### src/rtl/ethercat_fmmu_multi.sv
// ethercat_fmmu_multi: maps logical-addressed EtherCAT datagram bytes onto a physical byte bus
// through NUM_FMMU channels. Define FMMU_OVERLAP_DET_EN to build the multi-hit overlap detector.
module ethercat_fmmu_multi #(
  parameter int NUM_FMMU = 4,
  parameter int PADDR_W  = 16
) (
  input  logic                         rxc,
  input  logic                         RSTN,
  input  logic                         dg_start,
  input  logic [7:0]                   dg_cmd,
  input  logic [31:0]                  dg_laddr,
  input  logic [15:0]                  dg_len,
  input  logic                         dg_byte_valid,
  input  logic [7:0]                   dg_byte_in,
  input  logic                         dg_end,
  input  logic [15:0]                  wkc_in,
  output logic [7:0]                   dg_byte_out,
  output logic                         dg_byte_out_valid,
  output logic [15:0]                  wkc_out,
  output logic                         wkc_valid,
  output logic [PADDR_W-1:0]           bus_address,
  output logic                         bus_rd,
  output logic                         bus_wr,
  output logic [7:0]                   bus_data_out,
  input  logic [7:0]                   bus_data_in,
  input  logic [32*NUM_FMMU-1:0]       cfg_lstart,
  input  logic [16*NUM_FMMU-1:0]       cfg_len,
  input  logic [PADDR_W*NUM_FMMU-1:0]  cfg_pstart,
  input  logic [2*NUM_FMMU-1:0]        cfg_type,
  input  logic [NUM_FMMU-1:0]          cfg_en,
  input  logic                         overlap_clr,
  output logic                         overlap_err
);

  localparam logic [7:0] CMD_LRD = 8'h0A;
  localparam logic [7:0] CMD_LWR = 8'h0B;
  localparam logic [7:0] CMD_LRW = 8'h0C;

  typedef enum logic [1:0] {IDLE = 2'd0, ACTIVE = 2'd1, DRAIN = 2'd2} state_t;

  state_t               state, state_nxt;
  logic                 drain_cnt;
  logic [7:0]           cmd_q;
  logic [31:0]          laddr_q;
  logic [15:0]          len_q, offset_q;
  logic                 rd_any_q, wr_any_q;
  logic                 is_logical, map_en, any_hit, rd_now, wr_now, end_now;
  logic [31:0]          a, sel_lstart;
  logic [PADDR_W-1:0]   sel_pstart, addr_nxt;
  logic [1:0]           sel_type;
  logic [NUM_FMMU-1:0]  hit;
  logic [7:0]           byte_p0;
  logic                 vld_p0;
  logic [15:0]          wkc_p0;
  logic                 wkc_vld_p0;

  function automatic logic [15:0] sat_inc(input logic [15:0] v);
    return (v == 16'hFFFF) ? v : v + 16'd1;
  endfunction

  always_ff @(posedge rxc or negedge RSTN) begin
    if (!RSTN) state <= IDLE;
    else       state <= state_nxt;
  end

  // A new header always restarts, which aborts whatever datagram was open.
  always_comb begin
    state_nxt = state;
    end_now   = 1'b0;
    case (state)
      IDLE:   if (dg_start) state_nxt = ACTIVE;
      ACTIVE: begin
        if (dg_start) state_nxt = ACTIVE;
        else if (dg_end) begin
          state_nxt = DRAIN;
          end_now   = 1'b1;
        end
      end
      DRAIN: begin
        if (dg_start)       state_nxt = ACTIVE;
        else if (drain_cnt) state_nxt = IDLE;
      end
      default: state_nxt = IDLE;
    endcase
  end

  always_ff @(posedge rxc or negedge RSTN) begin
    if (!RSTN)                           drain_cnt <= 1'b0;
    else if (state == DRAIN && !dg_start) drain_cnt <= ~drain_cnt;
    else                                 drain_cnt <= 1'b0;
  end

  assign is_logical = (cmd_q == CMD_LRD) || (cmd_q == CMD_LWR) || (cmd_q == CMD_LRW);
  assign map_en     = (state == ACTIVE) && dg_byte_valid && !dg_start && is_logical &&
                      (offset_q < len_q);
  assign a          = laddr_q + {16'd0, offset_q};

  // Window compare is done in 33 bits so a channel near the top of the space cannot wrap.
  always_comb begin
    hit = '0;
    for (int i = 0; i < NUM_FMMU; i++) begin
      hit[i] = map_en && cfg_en[i] &&
               ({1'b0, a} >= {1'b0, cfg_lstart[32*i +: 32]}) &&
               ({1'b0, a} < ({1'b0, cfg_lstart[32*i +: 32]} + {17'd0, cfg_len[16*i +: 16]}));
    end
  end

  always_comb begin
    any_hit    = 1'b0;
    sel_lstart = '0;
    sel_pstart = '0;
    sel_type   = '0;
    for (int i = NUM_FMMU - 1; i >= 0; i--) begin
      if (hit[i]) begin
        any_hit    = 1'b1;
        sel_lstart = cfg_lstart[32*i +: 32];
        sel_pstart = cfg_pstart[PADDR_W*i +: PADDR_W];
        sel_type   = cfg_type[2*i +: 2];
      end
    end
  end

  assign addr_nxt = sel_pstart + PADDR_W'(a - sel_lstart);
  assign rd_now   = any_hit && sel_type[0] && ((cmd_q == CMD_LRD) || (cmd_q == CMD_LRW));
  assign wr_now   = any_hit && sel_type[1] && ((cmd_q == CMD_LWR) || (cmd_q == CMD_LRW));

  always_ff @(posedge rxc or negedge RSTN) begin
    if (!RSTN) begin
      cmd_q    <= '0;
      laddr_q  <= '0;
      len_q    <= '0;
      offset_q <= '0;
      rd_any_q <= 1'b0;
      wr_any_q <= 1'b0;
    end else if (dg_start) begin
      cmd_q    <= dg_cmd;
      laddr_q  <= dg_laddr;
      len_q    <= dg_len;
      offset_q <= '0;
      rd_any_q <= 1'b0;
      wr_any_q <= 1'b0;
    end else if (state == ACTIVE && dg_byte_valid) begin
      offset_q <= sat_inc(offset_q);
      rd_any_q <= rd_any_q | rd_now;
      wr_any_q <= wr_any_q | wr_now;
    end
  end

  // Stage p0: bus access strobes and the byte carried alongside them.
  always_ff @(posedge rxc or negedge RSTN) begin
    if (!RSTN) begin
      bus_rd       <= 1'b0;
      bus_wr       <= 1'b0;
      bus_address  <= '0;
      bus_data_out <= '0;
      vld_p0       <= 1'b0;
      byte_p0      <= '0;
    end else begin
      bus_rd <= rd_now;
      bus_wr <= wr_now;
      vld_p0 <= dg_byte_valid;
      if (any_hit)       bus_address  <= addr_nxt;
      if (wr_now)        bus_data_out <= dg_byte_in;
      if (dg_byte_valid) byte_p0      <= dg_byte_in;
    end
  end

  // Stage p1: read data replaces the frame byte only when a read strobe was issued.
  always_ff @(posedge rxc or negedge RSTN) begin
    if (!RSTN) begin
      dg_byte_out_valid <= 1'b0;
      dg_byte_out       <= '0;
    end else begin
      dg_byte_out_valid <= vld_p0;
      if (vld_p0) dg_byte_out <= bus_rd ? bus_data_in : byte_p0;
    end
  end

  // Working counter: computed at dg_end, presented one cycle later unless a new header aborts it.
  always_ff @(posedge rxc or negedge RSTN) begin
    if (!RSTN) begin
      wkc_vld_p0 <= 1'b0;
      wkc_p0     <= '0;
      wkc_valid  <= 1'b0;
      wkc_out    <= '0;
    end else begin
      wkc_vld_p0 <= end_now;
      if (end_now)
        wkc_p0 <= is_logical ? wkc_in + {14'd0, wr_any_q | wr_now, rd_any_q | rd_now} : wkc_in;
      wkc_valid <= wkc_vld_p0 && !dg_start;
      if (wkc_vld_p0) wkc_out <= wkc_p0;
    end
  end

`ifdef FMMU_OVERLAP_DET_EN
  logic multi_hit, seen_hit;

  always_comb begin
    multi_hit = 1'b0;
    seen_hit  = 1'b0;
    for (int i = 0; i < NUM_FMMU; i++) begin
      if (hit[i]) begin
        if (seen_hit) multi_hit = 1'b1;
        seen_hit = 1'b1;
      end
    end
  end

  always_ff @(posedge rxc or negedge RSTN) begin
    if (!RSTN)            overlap_err <= 1'b0;
    else if (multi_hit)   overlap_err <= 1'b1;
    else if (overlap_clr) overlap_err <= 1'b0;
  end
`else
  logic unused_overlap_clr;
  assign unused_overlap_clr = overlap_clr;
  assign overlap_err        = 1'b0;
`endif

endmodule
### config.mk
export PLATFORM = sky130hd
export DESIGN_NAME = ethercat_fmmu_multi
export DESIGN_NICKNAME = d
export VERILOG_FILES = /design/src/rtl/ethercat_fmmu_multi.sv
export SDC_FILE = /design/constraint.sdc
export NUM_CORES = 1
export LEC_CHECK = 0
export CORE_ASPECT_RATIO = 1.1
export CORE_UTILIZATION = 45
export DETAILED_ROUTE_END_ITERATION = 10
export GPL_TIMING_DRIVEN = 0
export MAX_ROUTING_LAYER = met4
export PLACE_DENSITY = 0.75
export SYNTH_ARGS = -nofsm -noshare
export SYNTH_HDL_FRONTEND = slang
export SYNTH_SLANG_ARGS = --single-unit
### constraint.sdc
create_clock -name rxc -period 9.2 [get_ports rxc]
set_input_delay 1.84 -clock rxc [delete_from_list [all_inputs] [get_ports rxc]]
set_output_delay 1.84 -clock rxc [all_outputs]
set_load 0.1 [all_outputs]
==> reports/results.tsv, run 1 <==
metric	value	unit
reg2reg_slack	0	ps
path_depth	39	
dp_hpwl	56250	µm
start_util	0.4567	
synth.yosys.warnings	0	
hold_viol	0	
ctsHoldBuffers	0	
fmaxAchievable	106.9	MHz
start_kind	input pin	
ant_nets	0	
ys_ff_latch	155	
final_cell_mix	clkdlybuf4s50_1, ha_1, inv_1	
syn_area	19320	µm²
core_area	42310	µm²
num_io_pins	415	
final_nets	3609	
post_dp_cell_area	24280	µm²
gp_congestion	0.9988	
drv_slew	0	
die_y	219.3	µm
path_class	in -> reg	
arrival	9680	ps
clock_sinks	155	
p_leak	12.78	nW
hold_ws	387.6	ps
min_path_type	reg -> reg	
layoutNonFillerInstCount	3448	
drv_cap	0	
dpl.cell_count	3267	
irDropWorstVdd	242.2	µV
synth_async_sr_flop_share	1.000	
root_buffer	clkbuf_16	
endpoint_kind	flip-flop	
hold_depth	0	
cts_made_buffers	17	
violations	negative setup slack	
drt_iter0_markers	1169	
synth_ff_type	dfrtp_1	
final_cell_area	27770	µm²
cts_tree	yes	
p_total	0.003517	W
ys_types	74	
setup_viol	1	
rows	79	
drive_gt1_frac	0.1806	
crit_top_cell	a21oi_2	
syn_area_per_cell	8.441	µm²
cts.clk_slew.worst_paths	70	ps
grt_overflow	0	
worst_slack	-158.8	ps
crit_slowest_cell	fa_1	
wl	71150	µm
wl_per_cell	20.63	µm
outcome	finished with violations	
syn_nets	3038	
finalCriticalPeriod	9359	ps
rsz0062_at_grt	yes	
portBuffers	410	
fin_skew	13.97	ps
fp.dieArea	43770	µm²
clk-insertion-delay-late	440	ps
antenna_found_initial	5	
r2r_cells	35	
min_period_over_period	1.017	
synth_cells	2289	
firstDrtPassIters	6	
relSlewSlack	0.1491	
grt_pass1_vias	20590	
clk_path_buf_depth	2	
grt_usage	0.3269	
worst-slew-pin-transition	1267	ps
final_common_cell	clkdlybuf4s50_1	
cp_num_buf_inv	5	
die_x	199.6	µm
num_vias	19820	
slowest_delay	530	ps
synthToLayoutAreaGrowth	43.72	%
crit_path_max_fanout	7	
drc	0	
crit_required	9520	ps
htreeDepth	4	
pwr_density_cell	126.7	nW/µm²
yosysSeqAreaShare	0.2008	
via_per_inst	5.749	
grt_max_degree	84	
synth_edf_count	0	
crit_family	compound AO/OA/AOI/OAI gates	
grt_pass1_wl	107500	µm
==> where the power goes <==
group          total [W]  switching (W)  internal (W)
Clock           0.000739       0.000305      0.000434
Combinational    0.00194        0.00113      0.000806
Sequential      0.000838      0.0000642      0.000774
Total            0.00352        0.00150       0.00201
==> kinds of logic after synthesis <==
family / count (synthesis) / share of synthesized area
simple gates: 606 / 0.1527
compound gates: 569 / 0.1869
fa+ha+maj: 387 / 0.2588
buf+inv: 281 / 0.05576
xor+xnor: 191 / 0.08736
flops: 155 / 0.2008
mux: 99 / 0.05757
other cells: 1 / 0.0001941
==> cell usage after synthesis (all sizes together) (36+ instances only) <==
master  count  area (µm²)
nand4      54       337.8
nand2     154       578.1
xor2       63       551.8
dfrtp     155        3879
o21ai     132       664.4
inv       231       867.1
clkbuf     36       135.1
nor2      149       559.3
nand3      68       340.3
mux2       76       882.1
a21oi     178       890.9
a21o       73       548.0
nor3       50       250.2
xnor2     127        1112
ha        366        4579
==> sequential cells by signal (all words and copies together), names as in the netlist, 8 cells and up <==
name,cells
bus_address,16
bus_data_out,8
byte_p0,8
cmd_q,8
dg_byte_out,8
laddr_q,32
len_q,16
offset_q,16
wkc_out,16
wkc_p0,16
==> per-layer routing <==
layer  vias up  wire (µm)  global-route usage
met5         -          0                   -
met4         0       3024              0.1285
met3       157       4825             0.05133
met2       706      34720              0.5641
met1      9523      28580              0.3773
li1       9437          -                   -
==> final cells by class <==
| type | count | area (µm²) |
|---|---|---|
| antenna | 8 | 20.02 |
| buffer | 46 | 415.4 |
| clock buffer | 19 | 432.9 |
| clock inverter | 13 | 180.2 |
| fill | 3449 | 14540 |
| inverter | 231 | 867.1 |
| multi-input combinational | 1853 | 15990 |
| sequential | 155 | 3880 |
| tap | 567 | 709.4 |
| timing repair buffer | 556 | 5270 |
==> through the flow <==
stage | worst slack [ps] | setup TNS, ps | utilization
after floorplan | 23.07 | 0 | -
after global placement | -2358 | -23930 | 0.5733
after detailed placement | -2391 | -25990 | 0.5740
after CTS | -48.69 | -48.69 | 0.6407
after global routing | -442.9 | -713.0 | 0.6562
final | -158.8 | -158.8 | 0.6564
==> what timing repair did <==
item,in CTS,in global routing
endpoints found under the hold margin,0,0
buffers inserted,112,33
gates resized for setup,359,84
setup endpoints to repair,27,6
pin swaps,137,92
gates cloned,1,0
==> path summary, 6_finish.rpt <==
| check | to | start |
|---|---|---|
| worst min-delay path | dg_byte_out_valid | vld_p0 |
| worst max register to register | bus_address[15] | offset_q[2] |
| worst min register to register | dg_byte_out_valid | vld_p0 |
| worst max-delay path | bus_address[15] | cfg_len[1] |
| max in group asynchronous | laddr_q[24] | RSTN |
| min in group asynchronous | len_q[7] | RSTN |
No activity file was read; power rests on OpenSTA's default activity.
==> run 2: changes to the inputs <==
- SETUP_SLACK_MARGIN: unset -> 0.2
==> run 2 against run 1 <==
The run still ends with negative setup slack left. Die area unchanged. Routed wire length increased by 0.36%. Worst hold slack got worse by 2.2 ps. Global-route usage decreased by 0.45 points. Design area increased by 1.5%. Flip-flop and latch count unchanged.
==> reports/results.tsv, run 2 (same netlist as run 1, synthesis figures left out) <==
metric	value	unit
die_x	199.6	µm
path_class	in -> reg	
largest_reg_flops	32	
setup_viol	1	
min_path_type	reg -> reg	
p_total	0.003547	W
cts.clk_slew.worst_paths	70	ps
htreeDepth	4	
fillers	3355	
irDropWorstVdd	270.0	µV
wl_per_cell	20.62	µm
finalCriticalPeriod	9345	ps
antenna_found_initial	6	
layoutNonFillerInstCount	3463	
drive_gt1_frac	0.2003	
final_common_cell	clkdlybuf4s50_1	
num_io_pins	415	
dp_hpwl	55870	µm
clk_path_buf_depth	2	
drv_cap	0	
wl	71400	µm
post_dp_cell_area	24310	µm²
multi_input_area	16290	µm²
reg2reg_slack	-20	ps
worst_slack	-145.3	ps
arrival	9720	ps
slowest_delay	550	ps
clk-insertion-delay-late	430	ps
final_nets	3626	
die_y	219.3	µm
ff_latch_area	3880	µm²
clock_sinks	155	
hold_depth	0	
rsz0062_at_grt	yes	
pwr_density_cell	125.9	nW/µm²
grt_max_degree	82	
grt_usage	0.3224	
gp_congestion	0.9653	
r2r_cells	36	
num_vias	20080	
fp.dieArea	43770	µm²
cts_made_buffers	17	
fmaxAchievable	107.0	MHz
hold_start	vld_p0	
crit_path_max_fanout	6	
drc	0	
firstDrtPassIters	6	
ant_nets	0	
top_register	laddr_q	
final_cell_area	28180	µm²
portBuffers	410	
final_cell_mix	clkdlybuf4s50_1, ha_1, inv_1	
relSlewSlack	0.09245	
outcome	finished with violations	
fin_skew	14.31	ps
crit_required	9570	ps
drv_slew	0	
hold_viol	0	
violations	negative setup slack	
grt_pass1_wl	105700	µm
dpl.cell_count	3267	
min_to	dg_byte_out_valid	
reg2reg_to	bus_address[15]	
start_util	0.4567	
crit-reg2reg-launch	offset_q[1]	
rows	79	
grt_pass1_vias	20170	
crit_slowest_cell	fa_1	
worst-slew-pin-transition	1352	ps
cts_tree	yes	
ctsHoldBuffers	0	
synthToLayoutAreaGrowth	45.86	%
tns	-145.3	ps
endpoint_kind	flip-flop	
p_leak	13.07	nW
core_area	42310	µm²
via_per_inst	5.800	
crit_start	cfg_len[40]	
root_buffer	clkbuf_16	
start_kind	input pin	
drt_iter0_markers	1213	
grt_overflow	0	
min_period_over_period	1.016	
[run 2: metal layers]
metal | GRT usage | wire length (µm)
met5 | - | 0
met3 | 0.04195 | 4739
met4 | 0.1369 | 3076
met2 | 0.5493 | 34950
met1 | 0.3796 | 28640
[run 2: power by group]
part,switching (W),internal [W]
Clock,0.000304,0.000421
Combinational,0.00115,0.000831
Sequential,0.0000634,0.000774
[run 2: area by class of cell]
| type | count | share of cell area |
|---|---|---|
| inverters | 231 | 0.03086 |
| repair buffers | 570 | 0.1924 |
| well taps | 567 | 0.02517 |
| clock inverters | 13 | 0.005417 |
| plain buffers | 49 | 0.01372 |
| diodes | 6 | 0.0005328 |
| multi-input cells | 1853 | 0.5782 |
| clock buffers | 19 | 0.01607 |
| flip-flops and latches | 155 | 0.1377 |
[run 2: worst max-delay path, delay by kind of cell]
kind | cells | cell delay, ps
compound gates | 19 | 3100
xor+xnor | 2 | 420
fa+ha+maj | 4 | 1330
buf+inv | 5 | 1050
mux | 1 | 80
simple gates | 7 | 1890
[run 2: worst max-delay path by stage]
| stage | end | slack, ps | cells after the start |
|---|---|---|---|
| after CTS | bus_address[15] | -180 | 40 |
| final | bus_address[15] | -150 | 38 |
| after detailed placement | bus_address[15] | -2300 | 41 |
| after floorplan | bus_address[15] | 140 | 39 |
| after global routing | bus_address[15] | -340 | 44 |
| after global placement | bus_address[15] | -2120 | 40 |
[run 2: metrics by stage]
step	util	hold WS [ps]	worst slack, ps
after CTS	0.6320	385.6	-175.5
after detailed placement	0.5746	370.1	-2298
after floorplan	-	351.9	143.2
after global routing	0.6661	414.4	-335.1
after global placement	0.5739	374.1	-2121
final	0.6661	385.5	-145.3
[run 2: timing repair]
item | 4_1_cts | 5_1_grt
pin swaps | 118 | 153
resized for setup | 257 | 238
endpoints found under the hold margin | 0 | 0
buffers inserted | 105 | 54
setup endpoints to repair | 28 | 9
==> run 3: changes to the inputs <==
- PLACE_DENSITY: 0.75 -> 0.72
- clock period: 9.2 -> 11.3 ns (I/O delays scaled with it)
==> run 3 against run 2 <==
The run now ends clean. Routed wire length is 4.6% lower. Critical path type unchanged. Clock power is 19% lower. Sequential power is 19% lower. Power is 24% lower. Core utilization is 6.6 points lower. Critical endpoint unchanged. Worst hold slack better by 17 ps. First-iteration DRC count is 26% lower. Setup slack better by 670 ps. Clock skew is 6.0 ps lower. Largest power group unchanged. Design area is 9.9% lower. Register-to-register slack better by 920 ps. Combinational power is 29% lower.
==> reports/results.tsv, run 3 (same netlist as run 1, synthesis figures left out) <==
metric	value	unit
cts_tree	yes	
ctsHoldBuffers	0	
die_y	219.3	µm
wl_met3	4311	µm
crit-reg2reg-launch	offset_q[0]	
post_dp_cell_area	24160	µm²
die_x	199.6	µm
reg2reg_to	bus_address[15]	
irDropWorstVdd	206.4	µV
wirelength_met1	26820	µm
drc	0	
firstDrtPassIters	5	
dpl_worst_slack	-1902	ps
drv_cap	0	
drt_iter0_markers	899	
htreeDepth	4	
rsz0062_at_grt	no	
core_area	42310	µm²
wl_per_cell	20.40	µm
pwr_density_cell	105.6	nW/µm²
largest_reg_flops	32	
relSlewSlack	0.07257	
gp_congestion	0.9507	
fp.dieArea	43770	µm²
final_cell_mix	clkdlybuf4s50_1, ha_1, inv_1	
grt_usage	0.3182	
grt_pass1_wl	103900	µm
synthToLayoutAreaGrowth	31.43	%
grt_overflow	0	
start_util	0.4567	
root_buffer	clkbuf_16	
outcome	complete, no violations	
antenna_found_initial	9	
hold_start	vld_p0	
clk_path_buf_depth	2	
arrival	11160	ps
final_cell_area	25390	µm²
setup_viol	0	
final_common_cell	clkdlybuf4s50_1	
cts.clk_slew.worst_paths	70	ps
top_register	laddr_q	
slowest_delay	540	ps
min_period_over_period	0.9536	
hold_viol	0	
route.top_layer_used	met4	
num_io_pins	415	
grt_max_degree	102	
dr_wl_met2	34270	µm
clk-insertion-delay-late	440	ps
wl	68090	µm
crit_slowest_cell	clkdlybuf4s50_1	
rows	79	
path_class	in -> reg	
crit_path_max_fanout	10	
ant_nets	0	
via_per_inst	5.673	
p_leak	11.85	nW
worst_slack	524.2	ps
grt_pass1_vias	19800	
drive_gt1_frac	0.08077	
num_vias	18940	
clock_sinks	155	
dp_hpwl	57100	µm
hold_ws	402.7	ps
start_kind	input pin	
endpoint_kind	flip-flop	
fmaxAchievable	92.80	MHz
finalCriticalPeriod	10780	ps
crit_end	bus_address[15]	
reg2reg_slack	900	ps
min_path_type	reg -> reg	
r2r_cells	41	
final_nets	3498	
cts_made_buffers	17	
worst-slew-pin-transition	1381	ps
crit_start	cfg_len[17]	
drv_slew	0	
fin_skew	8.295	ps
portBuffers	410	
crit_required	11690	ps
## run 3: cell count changes in the layout (fill, tap and decap cells not counted), sizes merged, moves of 4 or more
cell and change:
dlygate4sd2 -8, clkdlybuf4s50 +51, dlymetal6s2s -26, inv -5, diode +4, buf -137
## run 3: area by class of cell
type | instances | area (µm²)
Antenna cell | 10 | 25.02
Buffer | 50 | 272.8
Clock buffer | 22 | 474.2
Clock inverter | 9 | 111.4
Fill cell | 3815 | 16910
Inverter | 231 | 867.1
Multi-Input combinational cell | 1853 | 14680
Sequential cell | 155 | 3879
Tap cell | 567 | 709.4
Timing Repair Buffer | 441 | 4375
## run 3: metal layers
metal	vias to the layer above	global-route usage
met3	118	0.05717
met5	-	-
li1	9206	-
met2	542	0.5733
met4	0	0.1252
met1	9069	0.3424
## run 3: worst min-delay path by stage
| stage | end | depth (start not counted) |
|---|---|---|
| after detailed placement | dg_byte_out_valid | 0 |
| final | dg_byte_out_valid | 0 |
| after CTS | dg_byte_out_valid | 0 |
| after global routing | dg_byte_out_valid | 0 |
| after floorplan | dg_byte_out_valid | 0 |
| after global placement | dg_byte_out_valid | 0 |
## run 3: worst max-delay path: cells and delay by family
kind | cells | cell delay (ps)
and+or+nand+nor | 5 | 1090
xor gates and xnor gates | 2 | 580
AOI/OAI and AO/OA | 23 | 4990
buffers and inverters | 4 | 1000
adders and majority gates | 4 | 1210
## run 3: power breakdown
part | switching (W) | internal, W
Sequential | 0.0000490 | 0.000630
Clock | 0.000244 | 0.000343
Combinational | 0.000851 | 0.000564
Total | 0.00114 | 0.00154
## run 3: what timing repair did
item	in CTS	in global routing
pin swaps	6	18
cloned	0	0
hold endpoints to repair	0	0
resized for setup	43	60
buffers inserted	12	18
setup endpoints to repair	10	5
## run 3: per-stage QoR
stage	instances	utilization	setup TNS [ps]	power [W]
global placement	3266	0.5705	-8175	0.002016
CTS	3310	0.5909	0	0.002665
finish	3338	0.6003	0	0.002680
floorplan	2289	-	0	0.001599
detailed placement	3267	0.5712	-9110	0.002051
global route	3338	0.6003	0	0.002846
